**src/rtl/movwide_sequencer_pkg.sv**
```systemverilog
// Shared types for the MOVZ/MOVK wide-move sequencer.
// Ctrl codes match the sign extender and the main control unit.
package movwide_sequencer_pkg;

  typedef enum logic {
    S_IDLE = 1'b0,
    S_EMIT = 1'b1
  } state_t;

  localparam logic [2:0] MOVW_CTRL_BASE = 3'b100;
  localparam int HW_COUNT = 4;

  typedef enum logic [2:0] {
    EXT_MOVW0  = 3'b100,
    EXT_MOVW16 = 3'b101,
    EXT_MOVW32 = 3'b110,
    EXT_MOVW48 = 3'b111
  } ext_ctrl_t;

  typedef struct packed {
    logic [63:0] value;
    logic [4:0]  rd;
  } movw_req_t;

  // An all-zero constant still needs one MOVZ #0.
  function automatic logic [3:0] hw_mask(
    input logic [63:0] v
  );
    logic [3:0] m;
    for (int i = 0; i < HW_COUNT; i++)
      m[i] = (v[16*i +: 16] != 16'h0);
    if (m == 4'b0000)
      m = 4'b0001;
    return m;
  endfunction

  function automatic ext_ctrl_t movw_ctrl(
    input logic [1:0] idx
  );
    return ext_ctrl_t'(MOVW_CTRL_BASE | {1'b0, idx});
  endfunction

endpackage

```
**src/rtl/movwide_sequencer_if.sv**
```systemverilog
// Request and micro-op beat handshakes of the wide-move sequencer.
// master = sequencer side, slave = fetch/datapath side.
interface movwide_sequencer_if;
  logic        req_valid;
  logic        req_ready;
  logic [63:0] req_value;
  logic [4:0]  req_rd;
  logic        out_valid;
  logic        out_ready;
  logic [2:0]  out_ctrl;
  logic [15:0] out_imm16;
  logic [4:0]  out_rd;
  logic        out_keep;
  logic        out_last;

  modport master (
    input  req_valid,
    input  req_value,
    input  req_rd,
    input  out_ready,
    output req_ready,
    output out_valid,
    output out_ctrl,
    output out_imm16,
    output out_rd,
    output out_keep,
    output out_last
  );

  modport slave (
    output req_valid,
    output req_value,
    output req_rd,
    output out_ready,
    input  req_ready,
    input  out_valid,
    input  out_ctrl,
    input  out_imm16,
    input  out_rd,
    input  out_keep,
    input  out_last
  );
endinterface

```
**src/rtl/movwide_hw_pick.sv**
```systemverilog
// Finds the lowest set mask bit above idx (or the lowest overall
// when from_start is set); none flags that no such bit exists.
module movwide_hw_pick
  import movwide_sequencer_pkg::*;
(
  input  logic [3:0] mask,
  input  logic [1:0] idx,
  input  logic       from_start,
  output logic [1:0] nxt,
  output logic       none
);

  always_comb begin
    nxt  = 2'd0;
    none = 1'b1;
    for (int i = HW_COUNT - 1; i >= 0; i--) begin
      if (mask[i] && (from_start || i > int'(idx))) begin
        nxt  = 2'(i);
        none = 1'b0;
      end
    end
  end

endmodule

```
**src/rtl/movwide_sequencer.sv**
```systemverilog
// 64-bit constant load -> minimal ascending MOVZ/MOVK beat stream.
// MOVWIDE_BACK2BACK_EN: accept the next request on the last beat.
module movwide_sequencer
  import movwide_sequencer_pkg::*;
(
  input logic                CLK,
  input logic                resetl,
  movwide_sequencer_if.master bus,
  output logic               busy
);

  state_t    state_q, state_d;
  movw_req_t req_q, req_d;
  logic [3:0] mask_q, mask_d;
  logic [1:0] idx_q, idx_d;
  logic       first_q, first_d;

  logic [3:0] new_mask;
  logic [1:0] first_idx;
  logic       first_none;
  logic [1:0] adv_idx;
  logic       adv_none;

  logic emit;
  logic last;
  logic fire;
  logic rdy;
  logic accept;

  assign new_mask = hw_mask(bus.req_value);

  movwide_hw_pick u_pick_first (
    .mask       (new_mask),
    .idx        (2'd0),
    .from_start (1'b1),
    .nxt        (first_idx),
    .none       (first_none)
  );

  movwide_hw_pick u_pick_adv (
    .mask       (mask_q),
    .idx        (idx_q),
    .from_start (1'b0),
    .nxt        (adv_idx),
    .none       (adv_none)
  );

  assign emit = (state_q == S_EMIT);
  assign last = adv_none;
  assign fire = emit && bus.out_ready;

`ifdef MOVWIDE_BACK2BACK_EN
  assign rdy = resetl && (!emit || (fire && last));
`else
  assign rdy = resetl && !emit;
`endif

  assign accept = bus.req_valid && rdy;

  always_comb begin
    state_d = state_q;
    req_d   = req_q;
    mask_d  = mask_q;
    idx_d   = idx_q;
    first_d = first_q;
    if (fire && !last) begin
      idx_d   = adv_idx;
      first_d = 1'b0;
    end else if (accept) begin
      state_d     = S_EMIT;
      req_d.value = bus.req_value;
      req_d.rd    = bus.req_rd;
      mask_d      = new_mask;
      idx_d       = first_none ? 2'd0 : first_idx;
      first_d     = 1'b1;
    end else if (fire) begin
      state_d = S_IDLE;
    end
  end

  always_ff @(posedge CLK or negedge resetl) begin
    if (!resetl) begin
      state_q <= S_IDLE;
      req_q   <= '0;
      mask_q  <= 4'b0000;
      idx_q   <= 2'd0;
      first_q <= 1'b0;
    end else begin
      state_q <= state_d;
      req_q   <= req_d;
      mask_q  <= mask_d;
      idx_q   <= idx_d;
      first_q <= first_d;
    end
  end

  // Gate beat fields so everything reads 0 outside EMIT.
  assign bus.req_ready = rdy;
  assign bus.out_valid = emit;
  assign bus.out_ctrl  = emit ? movw_ctrl(idx_q) : 3'b000;
  assign bus.out_imm16 =
    emit ? req_q.value[{idx_q, 4'b0000} +: 16] : 16'h0;
  assign bus.out_rd    = emit ? req_q.rd : 5'd0;
  assign bus.out_keep  = emit && !first_q;
  assign bus.out_last  = emit && last;
  assign busy          = emit;

endmodule

```
**src/flat_wrapper.sv**
```systemverilog
// flat-port wrapper written by rule: the top's interface ports become plain ports
module movwide_sequencer_flat import movwide_sequencer_pkg::*;
  (CLK, resetl, busy, bus_req_valid, bus_req_value, bus_req_rd, bus_out_ready, bus_req_ready, bus_out_valid, bus_out_ctrl, bus_out_imm16, bus_out_rd, bus_out_keep, bus_out_last);
  movwide_sequencer_if bus_i ();
  input logic CLK;
  input logic resetl;
  output logic busy;
  input wire logic [$bits(bus_i.req_valid)-1:0] bus_req_valid;
  input wire logic [$bits(bus_i.req_value)-1:0] bus_req_value;
  input wire logic [$bits(bus_i.req_rd)-1:0] bus_req_rd;
  input wire logic [$bits(bus_i.out_ready)-1:0] bus_out_ready;
  output wire logic [$bits(bus_i.req_ready)-1:0] bus_req_ready;
  output wire logic [$bits(bus_i.out_valid)-1:0] bus_out_valid;
  output wire logic [$bits(bus_i.out_ctrl)-1:0] bus_out_ctrl;
  output wire logic [$bits(bus_i.out_imm16)-1:0] bus_out_imm16;
  output wire logic [$bits(bus_i.out_rd)-1:0] bus_out_rd;
  output wire logic [$bits(bus_i.out_keep)-1:0] bus_out_keep;
  output wire logic [$bits(bus_i.out_last)-1:0] bus_out_last;
  assign bus_i.req_valid = bus_req_valid;
  assign bus_i.req_value = bus_req_value;
  assign bus_i.req_rd = bus_req_rd;
  assign bus_i.out_ready = bus_out_ready;
  assign bus_req_ready = bus_i.req_ready;
  assign bus_out_valid = bus_i.out_valid;
  assign bus_out_ctrl = bus_i.out_ctrl;
  assign bus_out_imm16 = bus_i.out_imm16;
  assign bus_out_rd = bus_i.out_rd;
  assign bus_out_keep = bus_i.out_keep;
  assign bus_out_last = bus_i.out_last;
  movwide_sequencer u_core (.CLK(CLK), .resetl(resetl), .bus(bus_i), .busy(busy));
endmodule
```
**config.mk**
```make
export PLATFORM = sky130hd
export DESIGN_NAME = movwide_sequencer_flat
export DESIGN_NICKNAME = d
export VERILOG_FILES = /design/src/rtl/movwide_sequencer_pkg.sv /design/src/rtl/movwide_sequencer_if.sv /design/src/rtl/movwide_hw_pick.sv /design/src/rtl/movwide_sequencer.sv /design/src/flat_wrapper.sv
export SDC_FILE = /design/constraint.sdc
export NUM_CORES = 1
export LEC_CHECK = 0
export CAP_MARGIN = 10
export CORE_MARGIN = 3
export CORE_UTILIZATION = 23
export CTS_BUF_LIST = sky130_fd_sc_hd__clkbuf_8
export DETAILED_ROUTE_END_ITERATION = 10
export GPL_TIMING_DRIVEN = 0
export HOLD_SLACK_MARGIN = 0.15
export SETUP_SLACK_MARGIN = 0.15
export SLEW_MARGIN = 10
export SYNTH_ARGS = -nofsm -noshare
export SYNTH_HDL_FRONTEND = slang
export SYNTH_SLANG_ARGS = --single-unit
```
**constraint.sdc**
```tcl
create_clock -name CLK -period 1.6 [get_ports CLK]
set_clock_uncertainty 0.1 [all_clocks]
set_input_delay 0.24 -clock CLK [delete_from_list [all_inputs] [get_ports CLK]]
set_output_delay 0.24 -clock CLK [all_outputs]
set_load 0.005 [all_outputs]
```
[Word level (Yosys, flattened, before mapping)]
Index checks and enable logic that the tools add are counted.
Operators by class
  reduce and logical (&&, ||, !) cells: 21
  mux-type cells: 25
  bitwise gates (word level): 1
  order comparisons: 3
  shifts and indexed selects: 1
Operator list (count)
  $reduce_bool 16->1: 4
  $shiftx 64x7->16: 1
  $mux 2: 10
  $mux 16: 1
  $mux 1: 11
  $logic_and 1x1->1: 9
  $mux 5: 1
  $gt 2x2->1 const A: 2
  $logic_not 4->1: 1
  $mux 4: 1
  $reduce_and 2->1: 2
  $reduce_bool 2->1: 2
  $logic_not 1->1: 3
  $mux 3: 1
  $gt 1x2->1 const A: 1
  $not 1->1: 1
Word-level totals
  flip-flop bits (word level): 77
  logic and storage cells: 57
  output and inout bits: 29

[Depth between registers and ports, before layout]
Gate-level depths: netlist of the first run.
  word-level depth: 10
  gate-level depth with buffers: 6
  depth with buffers taken out: 4

[Hierarchy]
Synthesis of the first run repeated with hierarchy kept, for this count alone.
Second synthesis, totals
  cells, all modules: 278
  area, all modules: 3799.9 sq um
By module, submodules not included
  movwide_sequencer: cells an instance 248, instances 1, area each 3627.2 sq um
  movwide_hw_pick: cells an instance 15, instances 2, area each 86.3 sq um

[Worst setup path before layout of the first run]
OpenSTA, ideal clock, no wires.
  path type: reg2out
  start point: register u_core.idx_q[0]
  end point: output port bus_out_imm16[11]
  setup slack: -0.041 ns
  cell stages (with the launch flop): 4
  arrival time: 1.301 ns
  path buffers: 1
  data required time: 1.260 ns
  path through: dfrtp_1 > buf_2 > mux4_2 > and2_1
On the way
  cells in the longest elaborated chain, start to end: 2
RTL lines
  start: declaration: line movwide_sequencer.sv:15  | logic [1:0] idx_q, idx_d;
  start signal: assignment: line movwide_sequencer.sv:92  | idx_q <= idx_d;
  $shiftx 64x7->16: line movwide_sequencer.sv:102  | emit ? req_q.value[{idx_q, 4'b0000} +: 16] : 16'h0;
  $mux 16: line movwide_sequencer.sv:102
  end: declaration: line flat_wrapper.sv:15  | output wire logic [$bits(bus_i.out_imm16)-1:0] bus_out_imm16;
Every way passes these cells.

[Worst setup path in the final report of the first run]
  start point: register u_core.idx_q[0]
  end point: output port bus_out_imm16[6]
Same word-level chain as after synthesis.

==> results of run 1 <==
==> cells in the final DEF, fill, tap and decap left out, types with 2 or more instances in the layout <==
| cell type | n |
|---|---|
| sky130_fd_sc_hd__a21o_1 | 2 |
| sky130_fd_sc_hd__clkinv_2 | 2 |
| sky130_fd_sc_hd__nand2_1 | 113 |
| sky130_fd_sc_hd__nand2_2 | 62 |
| sky130_fd_sc_hd__nor2_1 | 2 |
| sky130_fd_sc_hd__clkdlybuf4s50_1 | 71 |
| sky130_fd_sc_hd__buf_8 | 9 |
| sky130_fd_sc_hd__and2_4 | 22 |
| sky130_fd_sc_hd__o21ai_0 | 2 |
| sky130_fd_sc_hd__inv_1 | 3 |
| sky130_fd_sc_hd__and2_1 | 2 |
| sky130_fd_sc_hd__nor4_1 | 12 |
| sky130_fd_sc_hd__o211ai_1 | 2 |
| sky130_fd_sc_hd__buf_2 | 5 |
| sky130_fd_sc_hd__nand2_4 | 36 |
| sky130_fd_sc_hd__dfrtp_2 | 2 |
| sky130_fd_sc_hd__buf_4 | 6 |
| sky130_fd_sc_hd__buf_12 | 12 |
| sky130_fd_sc_hd__nand4_1 | 2 |
| sky130_fd_sc_hd__clkbuf_8 | 14 |
| sky130_fd_sc_hd__nor4_2 | 5 |
| sky130_fd_sc_hd__buf_16 | 10 |
| sky130_fd_sc_hd__mux4_2 | 16 |
| sky130_fd_sc_hd__nor2b_4 | 2 |
| sky130_fd_sc_hd__clkinv_4 | 2 |
| sky130_fd_sc_hd__buf_6 | 68 |
| sky130_fd_sc_hd__dfrtp_1 | 74 |
| sky130_fd_sc_hd__and4_1 | 3 |
| sky130_fd_sc_hd__a21oi_2 | 2 |
==> worst min path at each step <==
stage / to / slack (ns) / start / cells after the start
2_1_floorplan: u_core.bus.out_valid / -0.16 / resetl / 0
3_3_place_gp: u_core.req_q[1] / 0.35 / u_core.req_q[1] / 2
3_5_place_dp: u_core.req_q[66] / 0.12 / resetl / 1
4_1_cts: u_core.req_q[3] / 0.32 / bus_req_rd[3] / 3
5_1_grt: u_core.req_q[17] / 0.32 / resetl / 3
6_report: u_core.idx_q[0] / 0.24 / resetl / 3
==> registers in the layout, indices dropped and copies added (netlist names) <==
signal,cells
u_core.mask_q,3
u_core.bus.out_valid,1
u_core.req_q,69
u_core.first_q,1
u_core.idx_q,2
==> cell usage after synthesis <==
cell	number
sky130_fd_sc_hd__nand2_1	211
sky130_fd_sc_hd__dfrtp_1	76
sky130_fd_sc_hd__and2_1	24
sky130_fd_sc_hd__nor4_1	17
sky130_fd_sc_hd__mux4_2	16
sky130_fd_sc_hd__buf_2	10
sky130_fd_sc_hd__clkbuf_1	7
sky130_fd_sc_hd__buf_4	4
sky130_fd_sc_hd__a21o_1	3
sky130_fd_sc_hd__and4_1	3
sky130_fd_sc_hd__nor2_1	3
sky130_fd_sc_hd__o21ai_0	3
sky130_fd_sc_hd__a21oi_1	2
sky130_fd_sc_hd__buf_1	2
sky130_fd_sc_hd__inv_1	2
sky130_fd_sc_hd__nand4_1	2
sky130_fd_sc_hd__o211ai_1	2
sky130_fd_sc_hd__a21boi_0	1
sky130_fd_sc_hd__a221oi_2	1
sky130_fd_sc_hd__and3_1	1
sky130_fd_sc_hd__buf_6	1
sky130_fd_sc_hd__nand2b_1	1
sky130_fd_sc_hd__nand3_1	1
sky130_fd_sc_hd__nor2b_1	1
sky130_fd_sc_hd__nor2b_2	1
sky130_fd_sc_hd__o21a_1	1
sky130_fd_sc_hd__o21bai_1	1
sky130_fd_sc_hd__o221ai_1	1
sky130_fd_sc_hd__o22ai_1	1
==> power by group through the flow <==
stage | sequential (mW) | clock, mW | combinational [mW]
after floorplan | 3.22 | 0 | 2.21
after global placement | 3.37 | 0 | 3.76
after detailed placement | 3.42 | 0 | 3.84
after CTS | 3.34 | 1.48 | 5.84
after global routing | 3.50 | 1.59 | 7.02
final | 3.40 | 1.49 | 6.58
==> cells by family after synthesis <==
kind of cell,count (synthesis),share of synthesized area
flip-flops,76,0.5223
multiplexers,16,0.09897
AO/OA/AOI/OAI,16,0.03162
AND/OR/NAND/NOR,265,0.3107
buffers and inverters,26,0.03643
==> timing repair <==
action | 4_1_cts | 5_1_grt
gates resized for setup | 309 | 123
hold endpoints to repair | 74 | 0
setup endpoints to repair | 105 | 127
hold buffers | 3 | 0
pin swaps | 72 | 92
cloned | 11 | 1
setup buffers | 43 | 7
==> area by class of cell <==
| class | count | area (um^2) |
|---|---|---|
| Timing Repair Buffer | 167 | 2007 |
| Fill cell | 1405 | 8493 |
| Sequential cell | 76 | 1904 |
| Clock inverter | 7 | 68.82 |
| Buffer | 23 | 339.1 |
| Multi-Input combinational cell | 297 | 2163 |
| Inverter | 2 | 7.507 |
| Clock buffer | 9 | 123.9 |
| Tap cell | 211 | 264.0 |
==> worst max-delay path, cell delays in order (launching register included) <==
cell                      delay, ns
sky130_fd_sc_hd__dfrtp_2       0.45
sky130_fd_sc_hd__buf_12        0.14
sky130_fd_sc_hd__buf_6         0.11
sky130_fd_sc_hd__buf_12        0.13
sky130_fd_sc_hd__mux4_2        0.44
sky130_fd_sc_hd__and2_4        0.17
sky130_fd_sc_hd__buf_6         0.11
==> routing by layer <==
layer  GRT usage  wire, um  part of all wire  vias to the layer above
li1            -         -                 -                     1673
met1      0.2113      6055              0.39                     1897
met2      0.2788      7614              0.49                      201
met3     0.03435      1051             0.067                       61
met4      0.1068       884             0.057                        0
met5           0         0                 0                        -
==> through the flow <==
stage	power (mW)	util	instances	instance area (um^2)	setup TNS, ns
6_report	11.48	0.4475	792	6878	-26.17
5_1_grt	12.11	0.4475	792	6878	-31.73
4_1_cts	10.66	0.4147	785	6374	-19.07
3_5_place_dp	7.260	0.3219	712	4947	-52.20
3_3_place_gp	7.126	0.3202	711	4922	-439.48
2_1_floorplan	5.432	-	399	3647	-0.01814
==> impl_summary.log, run 1 <==
[metrics] status: finished, violations left
[metrics] violations in the final reports: negative setup slack
[metrics] DIE AREA: 17380 um^2
[metrics] Routed WL per cell: ~20 um
[metrics] Final Net Count: about 650
[metrics] number of I/O pins: around 100
[metrics] clock sink total: between 70 and 80
[metrics] number of cells on the worst reg-to-reg path: 11
[metrics] number of synthesized register bits: 76
[metrics] Iteration-0 DRC Markers: between 200 and 300
[metrics] post-layout minimum cycle time: around 2.3 ns
[metrics] Data arrival, critical path: approximately 1.9 ns
[metrics] switching power summed over all nets: around 4.0 mW
[metrics] cells after synthesis: between 300 and 400
[metrics] global-route wire length before repair: about 23000 um
[metrics] worst slack on hold paths: 0.2417 ns
[metrics] Seq/Total Area, Yosys: 0.5223
[metrics] routability congestion estimate from global placement: 0.8710
[metrics] wire length reported by the detailed router: 15610 um
[metrics] clk_lat worst skew: around 0.36 ns
[metrics] Worst setup EP type: output pin
[metrics] TritonCTS buffer count: 9
[metrics] number of detailed-routing iterations run before antenna repair: 5
[metrics] final-report max-slew violation count: 0
[metrics] Fin. Hold Viols: 0
[metrics] buffer cell driving the clock tree root: sky130_fd_sc_hd__clkbuf_8
[metrics] clock transition at the registers of the reported paths: ~0.090 ns
[metrics] Data required, critical path: roughly 1.3 ns
[metrics] initial core utilization: 0.2369
[metrics] total setup violations reported at the end of the flow: between 100 and 150
[metrics] # port buffers: between 100 and 150
[metrics] residual overflow from global routing: 0
[metrics] highest clock frequency the design can meet: between 0.4 and 0.5 GHz
[metrics] DPL Wire Length: roughly 9400 um
[metrics] share of post-route cells with drive strength above 1: 0.4905
[metrics] VDD IR-drop max: approximately 0.63 mV
[metrics] All-Layer GR Usage: 0.1721
[metrics] Chip Height: roughly 130 um
[metrics] area growth from synthesis to layout: 88.90%
[metrics] number of maximum-capacitance violations: 0
[metrics] via count of the first global-routing pass: 4009
[metrics] Inserted Diodes: 0
[metrics] synth top area cells: sky130_fd_sc_hd__dfrtp_1, sky130_fd_sc_hd__nand2_1, sky130_fd_sc_hd__mux4_2
[metrics] terminus of the critical flop-to-flop path: u_core.idx_q[1]
[metrics] area share of the largest cell type after synthesis: 0.5223
[metrics] TritonCTS clock tree: done
[metrics] Residual DRC: 0
[metrics] Synth cell types: 29
[metrics] Gate power share: 0.574
[metrics] worst reg2reg setup slack: -0.58 ns
[metrics] Cell Area, Synth: about 3600 um^2
[metrics] static power due to leakage: ~3.4 nW
[metrics] via count: around 3800
[metrics] internal portion of total power: ~7.5 mW
[metrics] Switching Share: 0.3447
[metrics] Synthesis Warnings: 0
[metrics] chip width: approximately 130 um
[metrics] setup repair after global routing missed its margin: true
[metrics] share of power burned in the clock network: 0.130
[metrics] Clock Path Buffers: 2
[metrics] area inside the core boundary: about 15000 um^2
[metrics] antenna violations before repair: 0
[metrics] slew at the pin closest to its max-slew limit: approximately 1.0 ns
[metrics] Critical Path End: bus_out_imm16[6]
[metrics] Final Worst Setup Slack: -0.6611 ns
[metrics] remaining antenna violation count after routing: 0
[metrics] mean instance size in the synthesized netlist: just over 9 um^2
[metrics] Relative slew margins: 0.3113
[metrics] number of placement rows: 45
[metrics] maximum number of pins on one net before global-route repair: 33
[metrics] crit path launch type: flip-flop
[metrics] classification of the worst setup path: reg2out
[metrics] cell taking the most area after synthesis: sky130_fd_sc_hd__dfrtp_1
[metrics] Worst R2R Start: u_core.idx_q[0]
[metrics] total power density per cell area: between 1500 and 2000 nW/um^2
[metrics] final worst path period share: 1.413
[metrics] maximum level of the CTS H-tree: 3
[metrics] per-cell via count in the routed design: slightly below 5
[metrics] worst hold path type: in2async
[metrics] launching instance or port of the critical path: u_core.idx_q[0]
[metrics] pre-CTS WS: -0.6390 ns
[metrics] CP Max Fanout: 5
[metrics] post-synthesis net count: ~470
[metrics] sequential cell fraction of total power: 0.296
Note: power is estimated with default switching activity, not from simulation.
==> run 2: changes to the inputs <==
Settings changed: CTS_BUF_LIST sky130_fd_sc_hd__clkbuf_8 to not set, CTS_CLUSTER_DIAMETER set to 200.
==> impl_summary.log, run 2 (synthesis gave the netlist of run 1 again) <==
[metrics] status: finished, violations left
[metrics] violations in the final reports: negative hold slack, negative setup slack
[metrics] chip width: ~130 um
[metrics] Placed Area: between 4000 and 5000 um^2
[metrics] Inserted Diodes: 0
[metrics] Data arrival, critical path: between 1.5 and 2 ns
[metrics] max FFs per register: 69
[metrics] final-report max-slew violation count: 0
[metrics] register ranked first by flip-flop count: u_core.req_q
[metrics] Design Area, Final: approximately 6900 um^2
[metrics] CP Max Fanout: 5
[metrics] Worst setup EP type: output pin
[metrics] residual overflow from global routing: 0
[metrics] DPL Wire Length: approximately 9400 um
[metrics] Final Net Count: roughly 640
[metrics] number of detailed-routing iterations run before antenna repair: 5
[metrics] static power due to leakage: between 3 and 4 nW
[metrics] clock transition at the registers of the reported paths: around 0.060 ns
[metrics] Data required, critical path: 1.26 ns
[metrics] setup repair after global routing missed its margin: true
[metrics] maximum number of pins on one net before global-route repair: 34
[metrics] VDD IR-drop max: ~0.79 mV
[metrics] cell repeated most along the worst path: sky130_fd_sc_hd__buf_6
[metrics] Gate power share: 0.542
[metrics] clock sink total: 76
[metrics] Final Worst Setup Slack: -0.5892 ns
[metrics] Critical Path End: bus_out_imm16[1]
[metrics] worst hold path type: in2async
[metrics] total setup violations reported at the end of the flow: 98
[metrics] Worst R2R Start: u_core.idx_q[0]
[metrics] Routed WL per cell: between 15 and 20 um
[metrics] global-route wire length before repair: 22910 um
[metrics] via count: around 3700
[metrics] Max stage delay cell, worst path: sky130_fd_sc_hd__mux4_2
[metrics] remaining antenna violation count after routing: 0
[metrics] wire length reported by the detailed router: 15180 um
[metrics] Iteration-0 DRC Markers: 267
[metrics] # port buffers: roughly 100
[metrics] layout filler cell count: roughly 1400
[metrics] DIE AREA: between 15000 and 20000 um^2
[metrics] cell family with the largest share of critical-path delay: multiplexers
[metrics] launching instance or port of the critical path: u_core.idx_q[0]
[metrics] clk_lat worst skew: around 0.34 ns
[metrics] # hold bufs at CTS: 1
[metrics] terminus of the critical flop-to-flop path: u_core.idx_q[1]
[metrics] share of post-route cells with drive strength above 1: 0.4965
[metrics] final worst path period share: 1.368
[metrics] worst slack on hold paths: -0.3096 ns
[metrics] classification of the worst setup path: reg2out
[metrics] number of stages on the worst setup path: 6
[metrics] All-Layer GR Usage: 0.1713
[metrics] crit path launch type: flip-flop
[metrics] post-layout minimum cycle time: roughly 2.2 ns
[metrics] via count of the first global-routing pass: between 3000 and 4000
[metrics] most common cell after layout, fill and taps aside: sky130_fd_sc_hd__nand2_1
[metrics] routability congestion estimate from global placement: around 0.87
[metrics] number of placement rows: 45
[metrics] top library cells by usage in the layout, fill and taps aside: sky130_fd_sc_hd__nand2_1, sky130_fd_sc_hd__dfrtp_1, sky130_fd_sc_hd__clkdlybuf4s50_1
[metrics] share of power burned in the clock network: 0.172
[metrics] Clock Path Buffers: 2
[metrics] internal portion of total power: roughly 7.9 mW
[metrics] antenna violations before repair: 0
[metrics] largest registers: u_core.req_q x69, u_core.mask_q x3, u_core.idx_q x2
[metrics] Switching Share: 0.3326
[metrics] area growth from synthesis to layout: 88.97%
[metrics] TritonCTS clock tree: done
[metrics] Buffers & Inverters on Critical Path: 4
[metrics] buffer cell driving the clock tree root: sky130_fd_sc_hd__clkbuf_16
[metrics] cells along the critical path: buf_6 -> buf_6 -> buf_16 -> mux4_2 -> and2_4 -> buf_6
[metrics] Relative slew margins: 0.6061
[metrics] area inside the core boundary: ~15000 um^2
[metrics] final setup TNS: -17.22 ns
[metrics] slew at the pin closest to its max-slew limit: 0.5855 ns
[metrics] worst reg2reg setup slack: -0.33 ns
[metrics] sequential cell fraction of total power: 0.287
[metrics] Residual DRC: 0
[metrics] TritonCTS buffer count: 9
[metrics] switching power summed over all nets: around 4 mW
[metrics] Fin. Hold Viols: 31
[metrics] number of maximum-capacitance violations: 0
[metrics] highest clock frequency the design can meet: about 0.46 GHz
[metrics] number of cells on the worst reg-to-reg path: 9
[metrics] Chip Height: between 100 and 150 um
[metrics] total power density per cell area: ~1700 nW/um^2
[metrics] initial core utilization: 0.2369
[metrics] per-cell via count in the routed design: around 4.7
[metrics] maximum single-stage delay on the critical path: roughly 0.51 ns
[metrics] pre-CTS WS: -0.6390 ns
[metrics] number of I/O pins: between 100 and 150
[metrics] maximum level of the CTS H-tree: 3
## run 2: cell count changes in the layout (fill, tap and decap cells not counted), sizes merged
cell	change
inv	-1
dlygate4sd3	-1
dlymetal6s4s	-1
clkbuf	+3
buf	-5
## run 2: power groups by stage
stage | sequential, mW | combinational (mW) | clock [mW]
finish | 3.41 | 6.45 | 2.04
floorplan | 3.22 | 2.21 | 0
detailed placement | 3.42 | 3.84 | 0
CTS | 3.35 | 5.80 | 2.03
global placement | 3.37 | 3.76 | 0
global route | 3.51 | 6.90 | 2.15
## run 2: layout make-up
class,instances,area (um^2),area share
Buffer,23,327.8,0.04764
Clock buffer,10,229.0,0.03328
Clock inverter,6,65.06,0.009456
Inverter,2,7.507,0.001091
Multi-Input combinational cell,297,2180,0.3168
Sequential cell,76,1904,0.2768
Tap cell,211,264.0,0.03837
Timing Repair Buffer,162,1903,0.2766
## run 2: how the worst min path moves through the flow
stage	startpoint	end	cells past startpoint
2_1_floorplan	resetl	u_core.bus.out_valid	0
3_3_place_gp	u_core.req_q[1]	u_core.req_q[1]	2
3_5_place_dp	resetl	u_core.req_q[66]	1
4_1_cts	resetl	u_core.req_q[17]	1
5_1_grt	resetl	u_core.req_q[17]	1
6_report	resetl	u_core.req_q[66]	1
## run 2: through the flow
step | hold WS, ns | total power, mW | cells | utilization
2_1_floorplan | -0.1556 | 5.432 | 399 | -
3_3_place_gp | 0.3523 | 7.126 | 711 | 0.3202
3_5_place_dp | 0.1154 | 7.260 | 712 | 0.3219
4_1_cts | -0.2943 | 11.18 | 779 | 0.4177
5_1_grt | -0.2942 | 12.56 | 787 | 0.4476
6_report | -0.3096 | 11.91 | 787 | 0.4476
## run 2: timing repair
item | in CTS | in global routing
setup buffers | 40 | 8
pin swaps | 79 | 72
endpoints found under the setup margin | 105 | 127
gates resized for setup | 315 | 112
endpoints found under the hold margin | 53 | 31
gates cloned | 10 | 1
## run 2: metal layers
layer,track usage,part of all wire,up-vias
met2,0.2851,0.50,192
met3,0.03969,0.073,42
met1,0.2088,0.38,1823
met5,0,0,-
met4,0.08576,0.041,0
li1,-,-,1662
==> run 3: changes to the inputs <==
Settings changed: CTS_CLUSTER_SIZE set to 40.
==> results of run 3 <==
The final DEF is identical to that of run 2; final timing and power are the same.
